[src/rtl/deser4_nibble.sv]
// Purpose : assemble a qualified 1-bit serial stream into 4-bit words with frame realign (sync).
// Latency : word valid on out_data/out_vld the cycle after its 4th bit is sampled.
// Backpres: one-word output register; a word completing while FULL and !out_rdy is dropped (ovf pulse).
//
// Ports:
//   clk, rst            single clock, synchronous active-high reset
//   sin, sin_vld        serial bit and its qualifier
//   sync                frame realign strobe (restarts the partial word)
//   out_data, out_vld   registered word and its valid flag
//   out_rdy             consumer accept; handshake is out_vld && out_rdy
//   ovf                 one-cycle pulse when a completed word is dropped
//   bit_cnt             bits collected in the current partial word (0..3)
module deser4_nibble #(
    parameter bit MSB_FIRST = 1'b0
) (
    input  logic       clk,
    input  logic       rst,
    input  logic       sin,
    input  logic       sin_vld,
    input  logic       sync,
    output logic [3:0] out_data,
    output logic       out_vld,
    input  logic       out_rdy,
    output logic       ovf,
    output logic [1:0] bit_cnt
);

    typedef enum logic {
        EMPTY = 1'b0,
        FULL  = 1'b1
    } state_t;

    state_t     state_q;
    state_t     state_d;
    logic [3:0] shreg_q;
    logic [3:0] word;
    logic [1:0] wr_idx;
    logic [1:0] pos;
    logic       complete;
    logic       load;
    logic       drop;

    // ------------------------------------------------------------------
    // Collector datapath.
    // A sync with a valid bit restarts the word at index 0, so the write
    // index and the base word are both taken from the restart case then.
    // 'word' is the shift register after this cycle's write; when the 4th
    // bit arrives it is the complete word and is what the output loads.
    // ------------------------------------------------------------------
    always_comb begin
        wr_idx = sync ? 2'd0 : bit_cnt;
        pos    = MSB_FIRST ? (2'd3 - wr_idx) : wr_idx;
        word   = sync ? 4'h0 : shreg_q;
        word[pos] = sin;
    end

    // A sync cycle never completes a word, even when bit_cnt is 3.
    assign complete = sin_vld && !sync && (bit_cnt == 2'd3);

    always_ff @(posedge clk) begin
        if (rst) begin
            shreg_q <= 4'h0;
            bit_cnt <= 2'd0;
        end else if (sin_vld) begin
            shreg_q <= word;
            bit_cnt <= sync ? 2'd1 : (bit_cnt + 2'd1);
        end else if (sync) begin
            bit_cnt <= 2'd0;
        end
    end

    // ------------------------------------------------------------------
    // Output register control: EMPTY/FULL.
    // ------------------------------------------------------------------
    always_comb begin
        state_d = state_q;
        load    = 1'b0;
        drop    = 1'b0;
        case (state_q)
            EMPTY: begin
                if (complete) begin
                    load    = 1'b1;
                    state_d = FULL;
                end
            end
            FULL: begin
                if (complete && out_rdy) begin
                    // Old word leaves on this edge while the new one lands.
                    load    = 1'b1;
                    state_d = FULL;
                end else if (complete) begin
                    // Held word has priority; the new one is discarded.
                    drop    = 1'b1;
                    state_d = FULL;
                end else if (out_rdy) begin
                    state_d = EMPTY;
                end
            end
            default: begin
                state_d = EMPTY;
            end
        endcase
    end

    always_ff @(posedge clk) begin
        if (rst) begin
            state_q  <= EMPTY;
            out_data <= 4'h0;
            ovf      <= 1'b0;
        end else begin
            state_q <= state_d;
            ovf     <= drop;
            if (load) begin
                out_data <= word;
            end
        end
    end

    // out_vld comes straight from the state flop: no out_rdy combinational path.
    assign out_vld = (state_q == FULL);

endmodule

[config.mk]
export PLATFORM = sky130hd
export DESIGN_NAME = deser4_nibble
export DESIGN_NICKNAME = d
export VERILOG_FILES = /design/src/rtl/deser4_nibble.sv
export SDC_FILE = /design/constraint.sdc
export NUM_CORES = 1
export LEC_CHECK = 0
export ABC_AREA = 1
export BUFFER_PORTS_ARGS = -buffer_cell sky130_fd_sc_hd__buf_2
export CAP_MARGIN = 20
export CORE_ASPECT_RATIO = 1.2
export CORE_MARGIN = 2
export CORE_UTILIZATION = 40
export CTS_BUF_LIST = sky130_fd_sc_hd__clkbuf_4 sky130_fd_sc_hd__clkbuf_8
export DETAILED_ROUTE_END_ITERATION = 10
export GPL_ROUTABILITY_DRIVEN = 0
export GPL_TIMING_DRIVEN = 0
export PLACE_DENSITY = 0.69
export SLEW_MARGIN = 5
export SYNTH_ARGS = -nofsm -noshare
export SYNTH_HDL_FRONTEND = slang
export SYNTH_SLANG_ARGS = --single-unit
export TNS_END_PERCENT = 1
[constraint.sdc]
create_clock -name clk -period 2 [get_ports clk]
set_clock_uncertainty 0.2 [all_clocks]
set_input_delay 0.1 -clock clk [delete_from_list [all_inputs] [get_ports clk]]
set_output_delay 0.1 -clock clk [all_outputs]
set_load 0.01 [all_outputs]
==> impl_metrics.yaml <==
outcome:
  status: "finished clean"
clocking:
  clock_latency_ns: 0.27
  cts_made_buffers: 3
  post_cts_buffers: 0
  clk_path_buf_depth: 2
  cts_sinks: 12
  clockRootBuffer: "clkbuf_4"
  htree_levels: 1
  cts_tree: "built"
  clk_pin_slew_worst_paths_ns: 0.08
cells_and_area:
  seq_area_sq_um: 240
  drive_above_1_share_pct: 22.6
  final_common_cell: "nand2_1"
  n_fill_cell: 154
  mostFrequentLayoutCells: "20 x nand2_1, 16 x inv_1, 16 x nor2_1"
  synthToLayoutAreaGrowth_pct: 25.8
  antenna_cells: 0
  final_area_sq_um: 792
  multi_input_area_sq_um: 319
  nets: 123
drt:
  routed_wl_microns: 1280
  drt_pre_antenna_iters: 4
  routedWlPerCell_microns: 9.70
  drc_errors: 0
  antenna_left: 0
  drtIter0Drc: 25
  avgViaCountPerCell: 4.73
  vias: 625
synthesis:
  ys_ff_latch: 12
  avgSynthCellArea_sq_um: 6.70
  synth_area_leader_cell: "dfxtp_1"
  synth_cells: 94
  synthTopCellsByArea: "dfxtp_1 38%, nand2_1 12%, inv_1 9.5%"
  syn-num-nets: 101
  ys_seq_area_share_pct: 38.2
  synth_area_sq_um: 629
  yosys_warnings: 0
  synth_top_area_share_pct: 38.2
  ys_types: 16
setup_path:
  crit_buf_inv: 1
  cp_top_family: "buffers and inverters"
  crit_path_max_fanout: 8
  cp_data_required_time_ns: 2.02
  critPathMaxStageDelay_ns: 0.54
  cp-end-kind: "register"
  arrival_ns: 1.84
  worstSetupPathType: "reg2reg"
  cp-start-kind: "register"
  path_cells: "ha_1 -> nand3_1 -> nor2_1 -> dlygate4sd3_1"
  cpMaxStageDelayCell: "dlygate4sd3_1"
  ff2ff_setup_slack_ns: 0.18
timing:
  fmax_mhz: 549
  maxSlewHeadroom_pct: 77.0
  finalSetupViolations: 0
  layout_setup_ws_ns: 0.178
  fin_crit_ns: 1.82
  finalHoldViolCount: 0
  fin_crit_sh_pct: 91.1
  drv_slew: 0
  setup_tns_ns: 0
  rsz0062_at_grt: "false"
  tightest_slew_ns: 0.345
grt:
  grt_antenna_before_repair: 0
  grt_pass1_wl_microns: 2120
  grt_start_max_net_pins: 9
  grt.overflow.total: 0
  grt_usage_pct: 16.5
  grt_pass1_vias: 528
power:
  power_density_nw_per_um2: 645
  p_leak_nw: 0.438
  peakVddDrop_mv: 0.485
floorplan:
  die-area_sq_um: 1910
  initial_utilization_pct: 43.0
  die_h_microns: 47.5
  die_w_microns: 40.2
  io-pin-count: 14
  rows: 15
  core_area_sq_um: 1460
place:
  dpl_cell_area_sq_um: 716
  hpwl_microns: 923
  pre_cts_slack_ns: 0.597
  port_buffers: 13
min_path:
  hold_class: "in2reg"
run:
  cap_violations: 0
==> power by group <==
part | internal (mW) | switching, mW | total, mW
sequential | 0.246 | 0.00692 | 0.253
clock | 0.111 | 0.0861 | 0.197
combinational | 0.0242 | 0.0371 | 0.0613
total | 0.381 | 0.130 | 0.511
==> sequential cells by signal (all words and copies together), names as in the netlist <==
register and cells:
out_data 4, bit_cnt 2, out_vld 1, ovf 1, shreg_q 4
==> area by class of cell <==
type                    count  share of cell area [%]
inverters                  18                    8.85
flip-flops and latches     12                    30.3
multi-input cells          64                    40.3
well taps                  17                    2.69
repair buffers             17                    13.3
clock buffers               4                    4.58
==> per-layer routing <==
layer  share of wire [%]  up-vias  global-route usage [%]
li1                    -      336                       -
met1                  49      267                    20.7
met2                  46       20                    26.1
met3                 4.6        2                    2.79
met4                0.94        0                    10.0
met5                   0        -                       0
==> path summary, 6_finish.rpt <==
check,startpoint,cells after the start,to
worst min register to register,out_data[0],4,out_data[0]
worst min-delay path,sin,5,shreg_q[0]
worst max-delay path,bit_cnt[0],4,ovf
worst max register to register,bit_cnt[0],4,ovf
==> kinds of logic after synthesis <==
family	synth area share, %
compound gates	8.35
fa+ha+maj	1.99
buf+inv	11.1
flops	38.2
simple gates	40.4
==> worst register-to-register path: cells and delay by family (launching register included) <==
kind | cells | cell delay [ns]
fa+ha+maj | 1 | 0.25
buf+inv | 1 | 0.54
flops | 1 | 0.53
simple gates | 2 | 0.25
==> through the flow <==
| step | power (mW) | util (%) | hold slack [ns] | std cells |
|---|---|---|---|---|
| final | 0.511 | 54.1 | 0.0281 | 132 |
| after global routing | 0.531 | 54.1 | 0.0663 | 132 |
| after CTS | 0.519 | 54.1 | 0.0159 | 132 |
| after detailed placement | 0.315 | 48.9 | 0.157 | 124 |
| after global placement | 0.314 | 48.9 | 0.158 | 124 |
| after floorplan | 0.294 | - | -0.0309 | 94 |
==> synthesized netlist by cell type (all sizes together) <==
master,n
nor2,17
nand4,2
nand3,10
a21oi,5
nand2,24
dfxtp,12
o21ai,4
ha,1
inv,18
o21bai,1
==> repair_timing <==
item / CTS / global route
hold endpoints to repair: 6 / 0
gates resized for setup: 0 / 0
hold buffers: 4 / 0
(Power assumes the default switching activity.)
